### src/rtl/note_match_ctrl_pkg.sv
// Shared definitions for the note match sequencer.
// Holds the state encoding and the default widths so the score display
// logic sizes its counters the same way the sequencer does.
package note_match_ctrl_pkg;

  // Default key bits per note (one per finger) and the score counter width.
  localparam int unsigned DEFAULT_WIDTH   = 4;
  localparam int unsigned DEFAULT_SCORE_W = 8;

  // State encoding constants.
  localparam logic [1:0] ST_IDLE = 2'd0;
  localparam logic [1:0] ST_CMP  = 2'd1;
  localparam logic [1:0] ST_DONE = 2'd2;

  typedef enum logic [1:0] {
    StIdle = ST_IDLE,
    StCmp  = ST_CMP,
    StDone = ST_DONE
  } state_e;

  // Bit index register width: clog2(width), never less than one bit.
  function automatic int unsigned idx_width(input int unsigned width);
    return (width > 1) ? $clog2(width) : 1;
  endfunction

endpackage

### src/rtl/note_match_ctrl_sat_counter.sv
// Saturating up-counter used for the hit and miss scores.
// Ports:
//   clk   - system clock
//   rst   - synchronous active-high reset, clears the count
//   clr   - synchronous clear, wins over inc
//   inc   - count up by one unless already at the maximum
//   count - current count value
module sat_counter #(
  parameter int unsigned SCORE_W = 8
) (
  input  logic               clk,
  input  logic               rst,
  input  logic               clr,
  input  logic               inc,
  output logic [SCORE_W-1:0] count
);

  logic [SCORE_W-1:0] count_q, count_d;

  always_comb begin
    count_d = count_q;
    if (clr) begin
      count_d = '0;
    end else if (inc && (count_q != {SCORE_W{1'b1}})) begin
      count_d = count_q + SCORE_W'(1);
    end
  end

  always_ff @(posedge clk) begin
    if (rst) begin
      count_q <= '0;
    end else begin
      count_q <= count_d;
    end
  end

  assign count = count_q;

endmodule

### src/rtl/note_match_ctrl.sv
// Note match sequencer. Walks a captured key pattern against a captured
// expected note pattern one bit per cycle (LSB first) through an external
// single-bit equality comparator, then scores the note as a hit or a miss.
// Ports:
//   clk, rst             - clock and synchronous active-high reset
//   start                - compare request, only honoured in IDLE
//   pattern, expected    - operands, captured when start is accepted
//   clear_score          - zero both score counters
//   cmp_a, cmp_b         - comparator operands (registered pattern/expected bits)
//   cmp_equal            - comparator result, combinational from cmp_a/cmp_b
//   busy, done, match    - status; done pulses for one cycle with match valid
//   hit_count/miss_count - saturating score counters
module note_match_ctrl
  import note_match_ctrl_pkg::*;
#(
  parameter int unsigned WIDTH   = DEFAULT_WIDTH,
  parameter int unsigned SCORE_W = DEFAULT_SCORE_W
) (
  input  logic               clk,
  input  logic               rst,
  input  logic               start,
  input  logic [WIDTH-1:0]   pattern,
  input  logic [WIDTH-1:0]   expected,
  input  logic               clear_score,
  output logic               cmp_a,
  output logic               cmp_b,
  input  logic               cmp_equal,
  output logic               busy,
  output logic               done,
  output logic               match,
  output logic [SCORE_W-1:0] hit_count,
  output logic [SCORE_W-1:0] miss_count
);

  localparam int unsigned     IdxW    = idx_width(WIDTH);
  localparam logic [IdxW-1:0] LastIdx = IdxW'(WIDTH - 1);

  state_e          state_q, state_d;
  logic [IdxW-1:0] idx_q, idx_d;
  logic [WIDTH-1:0] pat_q, pat_d;
  logic [WIDTH-1:0] exp_q, exp_d;
  logic            acc_q, acc_d;
  logic            match_q, match_d;

  always_comb begin
    state_d = state_q;
    idx_d   = idx_q;
    pat_d   = pat_q;
    exp_d   = exp_q;
    acc_d   = acc_q;
    match_d = match_q;
    cmp_a   = 1'b0;
    cmp_b   = 1'b0;
    busy    = 1'b0;
    done    = 1'b0;

    unique case (state_q)
      StIdle: begin
        if (start) begin
          pat_d   = pattern;
          exp_d   = expected;
          idx_d   = '0;
          acc_d   = 1'b1;
          state_d = StCmp;
        end
      end
      StCmp: begin
        busy  = 1'b1;
        cmp_a = pat_q[idx_q];
        cmp_b = exp_q[idx_q];
        acc_d = acc_q & cmp_equal;
        if (idx_q == LastIdx) begin
          // Fold in the last bit directly so match is final on entry to DONE.
          match_d = acc_q & cmp_equal;
          state_d = StDone;
        end else begin
          idx_d = idx_q + IdxW'(1);
        end
      end
      StDone: begin
        busy    = 1'b1;
        done    = 1'b1;
        state_d = StIdle;
      end
      default: begin
        state_d = StIdle;
      end
    endcase
  end

  always_ff @(posedge clk) begin
    if (rst) begin
      state_q <= StIdle;
      idx_q   <= '0;
      pat_q   <= '0;
      exp_q   <= '0;
      acc_q   <= 1'b1;
      match_q <= 1'b0;
    end else begin
      state_q <= state_d;
      idx_q   <= idx_d;
      pat_q   <= pat_d;
      exp_q   <= exp_d;
      acc_q   <= acc_d;
      match_q <= match_d;
    end
  end

  assign match = match_q;

  // Scores move on the DONE->IDLE edge; reset inside the counters wins.
  logic hit_inc, miss_inc;
  assign hit_inc  = (state_q == StDone) &&  match_q;
  assign miss_inc = (state_q == StDone) && !match_q;

  sat_counter #(
    .SCORE_W(SCORE_W)
  ) u_hit_counter (
    .clk  (clk),
    .rst  (rst),
    .clr  (clear_score),
    .inc  (hit_inc),
    .count(hit_count)
  );

  sat_counter #(
    .SCORE_W(SCORE_W)
  ) u_miss_counter (
    .clk  (clk),
    .rst  (rst),
    .clr  (clear_score),
    .inc  (miss_inc),
    .count(miss_count)
  );

endmodule

### config.mk
export PLATFORM = sky130hd
export DESIGN_NAME = note_match_ctrl
export DESIGN_NICKNAME = d
export VERILOG_FILES = /design/src/rtl/note_match_ctrl_pkg.sv /design/src/rtl/note_match_ctrl_sat_counter.sv /design/src/rtl/note_match_ctrl.sv
export SDC_FILE = /design/constraint.sdc
export NUM_CORES = 1
export LEC_CHECK = 0
export BUFFER_PORTS_ARGS = -buffer_cell sky130_fd_sc_hd__buf_2
export CAP_MARGIN = 20
export CORE_MARGIN = 8
export CORE_UTILIZATION = 50
export CTS_CLUSTER_SIZE = 40
export DETAILED_ROUTE_END_ITERATION = 8
export HOLD_SLACK_MARGIN = 0.1
export PLACE_DENSITY = 0.85
export SLEW_MARGIN = 20
export SYNTH_ARGS = -nofsm -noshare
export SYNTH_HDL_FRONTEND = slang
export SYNTH_SLANG_ARGS = --single-unit
### constraint.sdc
create_clock -name clk -period 3.37 [get_ports clk]
set_input_delay 0.337 -clock clk [delete_from_list [all_inputs] [get_ports clk]]
set_output_delay 0.337 -clock clk [all_outputs]
set_load 0.01 [all_outputs]
==> results by group <==
Outcome
  – Status: complete, no violations

Worst setup path
  – Worst path slowest cell: mux4_2
  – Critical Path Sink Type: primary output
  – Flop-to-flop setup slack: between 1.5 and 2 ns
  – Crit Path Class: flop to primary output
  – Data arrival, critical path: 1.63 ns
  – R2R Path End: idx_q[0]
  – CP peak stage delay: roughly 0.53 ns
  – Crit-path max FO: 5
  – Crit-path cells: mux4_2, and2_1, buf_2
  – Worst EP required: slightly above 3 ns
  – Crit path launch type: flop
  – FF-to-FF Start: state_q[0]
  – Register-to-Register Path Depth: 6

Place
  – RePlAce Congestion: roughly 0.79
  – Area post-placement: between 1500 and 2000 µm²
  – Port bufs: 33
  – DP Wirelength: 2430 µm

Global routing
  – Largest net degree at the start of global routing: 17
  – Total GRT Usage: 14.0%
  – Global-route wire length before repair: roughly 5800 µm
  – Antenna violations before repair: 0
  – Grt total ovfl: 0
  – Vias in the first global route: between 1000 and 1500

Routing
  – WL met3: around 190 µm
  – Initial drt markers: 164
  – Post-route ant nets: 0
  – Final WL: 3230 µm
  – 1st-pass router iterations: 4
  – Number of remaining DRC errors: 0
  – M1 WL: approximately 1500 µm
  – Met2 WL: 1460 µm
  – WL/cell: 13.6 µm
  – Top sig layer: met4
  – Vias/cell: between 5 and 6
  – Via count: about 1400

Timing
  – Worst slew pin tran: roughly 0.53 ns
  – Unrepaired setup endpoints after global routing: no
  – Rel. slew slack: between 60% and 70%
  – Final Skew: just under 0.009 ns
  – Final hold vios: 0
  – Min Tclk post-route: slightly below 2 ns
  – Fin crit share: between 50% and 60%
  – Slew Viols, Final: 0
  – Endpoints failing setup: 0
  – Setup TNS: 0 ns
  – Maximum operating frequency: approximately 510 MHz
  – Hold Slack: about 0.25 ns

Clocking
  – Longest Clk Path Bufs: 2
  – Root buffer cell: clkbuf_4
  – Post-CTS Setup Inserts: 0
  – Post-CTS Resized: 0
  – Clk_lat worst skew: ~0.34 ns
  – Num Clock Sinks: 30
  – Post-CTS Hold Fix Bufs: 0
  – CTS tree: built
  – Clock Pin Slew Worst Setup and Hold Paths: roughly 0.090 ns
  – H-tree Lvls: 2
  – Total CTS buffers: 5

Pwr
  – Lkg Pwr: roughly 0.72 nW
  – PwrDens: 403 nW/µm²
  – Peak VDD IR: approximately 0.35 mV
  – Power, Total: roughly 700 µW

Floorplanning
  – Die area: approximately 5000 µm²
  – Core Area: about 2800 µm²
  – Starting Density: between 50% and 60%
  – Die Height: between 70 and 80 µm
  – Die X: between 70 and 80 µm
  – I/O pin cnt: 34
  – Site row count: 19

Run
  – # Max-Cap Violations: 0

Synth
  – Avg Cell Area, Syn: 8.69 µm²
  – Register area share after synthesis: roughly two fifths
  – Post-Syn Area: 1480 µm²
  – Yosys warnings: 0
  – Netlist cell types: 37
  – Mapped Nets: between 150 and 200
  – Seq cells post-synth: 30
  – Post-Syn Instances: 170

Hold path
  – Worst hold-check path type: input port to flop
  – Hold Path Sink: pat_q[3]
  – Hold path depth: 3
  – Hold_sp: pattern[3]

Finish
  – Fin util: just over 60%
  – Final net count: roughly 230
  – Fin area: roughly 1700 µm²
  – Proportion of layout cells with a drive suffix above 1: between 20% and 30%
  – Fillers: 248
  – Layout area overhead: 16.7%
  – N_diodes: 0
## logic make-up after synthesis
logic type | share of synthesized area, %
AOI/OAI and AO/OA | 15.9
xor gates and xnor gates | 2.37
buffers and inverters | 2.71
adders and majority gates | 6.77
and+or+nand+nor | 25.8
muxes | 5.76
DFF | 40.6
## Yosys cell counts (all sizes together)
| cell type | number | share of area (%) |
|---|---|---|
| nand4 | 7 | 3.8 |
| ha | 8 | 6.8 |
| o31ai | 1 | 0.51 |
| nor3b | 1 | 0.51 |
| o21ai | 8 | 2.7 |
| or2 | 1 | 0.42 |
| and3 | 1 | 0.42 |
| nand3 | 14 | 4.7 |
| nor3 | 3 | 1.0 |
| and4 | 3 | 1.9 |
| o211ai | 1 | 0.51 |
| nand2 | 20 | 5.1 |
| and2 | 2 | 0.85 |
| a21oi | 17 | 5.8 |
| o311a | 1 | 0.68 |
| nor2b | 2 | 1.4 |
| nor2 | 17 | 4.3 |
| a211oi | 3 | 2.2 |
| buf | 2 | 0.68 |
| clkbuf | 2 | 0.51 |
| o21a | 3 | 1.5 |
| nand3b | 1 | 0.51 |
| xor2 | 3 | 1.8 |
| o21bai | 1 | 0.51 |
| mux2i | 4 | 2.7 |
| nand2b | 2 | 0.85 |
| inv | 6 | 1.5 |
| mux4 | 2 | 3.0 |
| a41o | 1 | 0.68 |
| a31oi | 2 | 0.85 |
| xnor2 | 1 | 0.59 |
| dfxtp | 30 | 41 |
## critical path: cells and delay by family, from the launching register on
family,cells,cell delay [ns]
flops,1,0.46
mux,1,0.53
simple gates,1,0.17
buf+inv,1,0.13
## cell type report
class | count | area [µm²] | area share, %
Clock buffer | 7 | 55.1 | 3.19
Clock inverter | 1 | 5.00 | 0.290
Inverter | 6 | 22.5 | 1.31
Multi-Input combinational cell | 130 | 837 | 48.5
Sequential cell | 30 | 601 | 34.8
Tap cell | 31 | 38.8 | 2.25
Timing Repair Buffer | 33 | 165 | 9.58
## flip-flops by register name, summed over array words and instances (netlist names)
name                  count
match                     1
idx_q                     2
u_miss_counter.count      8
u_hit_counter.count       8
pat_q                     4
acc_q                     1
state_q                   2
exp_q                     4
## layer usage
layer | vias to the layer above | track usage [%]
met5 | - | 0
met4 | 0 | 8.71
met3 | 7 | 4.80
met2 | 33 | 21.8
met1 | 633 | 16.0
li1 | 689 | -
## stage by stage
step           setup WS, ns  std cells
4_1_cts                1.38        238
3_3_place_gp           1.73        230
2_1_floorplan          1.84        170
6_report               1.40        238
5_1_grt                1.31        238
3_5_place_dp           1.66        230
## cell usage in the layout (no fill, tap or decap), drive strengths merged, types with 2 or more instances in the layout
master / synthesis / final
a21oi: 17 / 17
mux2i: 4 / 4
nor2: 17 / 17
o21a: 3 / 3
clkbuf: 2 / 7
and2: 2 / 2
nand3: 14 / 14
nor2b: 2 / 2
nand4: 7 / 7
a31oi: 2 / 2
ha: 8 / 8
dfxtp: 30 / 30
xor2: 3 / 3
mux4: 2 / 2
buf: 2 / 33
nand2: 20 / 20
and4: 3 / 3
inv: 6 / 6
a211oi: 3 / 3
nand2b: 2 / 2
nor3: 3 / 3
o21ai: 8 / 8
## how the worst max path moves through the flow
| stage | start | endpoint | slack, ns |
|---|---|---|---|
| after floorplan | state_q[0] | u_miss_counter.count[7] | 1.84 |
| after global placement | state_q[0] | idx_q[0] | 1.73 |
| after detailed placement | state_q[0] | idx_q[0] | 1.66 |
| after CTS | idx_q[0] | cmp_a | 1.38 |
| after global routing | idx_q[0] | cmp_a | 1.31 |
| final | idx_q[0] | cmp_a | 1.40 |
## report_power, final
part / switching [mW] / leakage [nW] / total (mW) / internal (mW)
logic: 0.0508 / 0.445 / 0.0889 / 0.0381
registers: 0.00902 / 0.243 / 0.376 / 0.367
clock network: 0.128 / 0.0353 / 0.229 / 0.101
No activity file was read; power rests on OpenSTA's default activity.
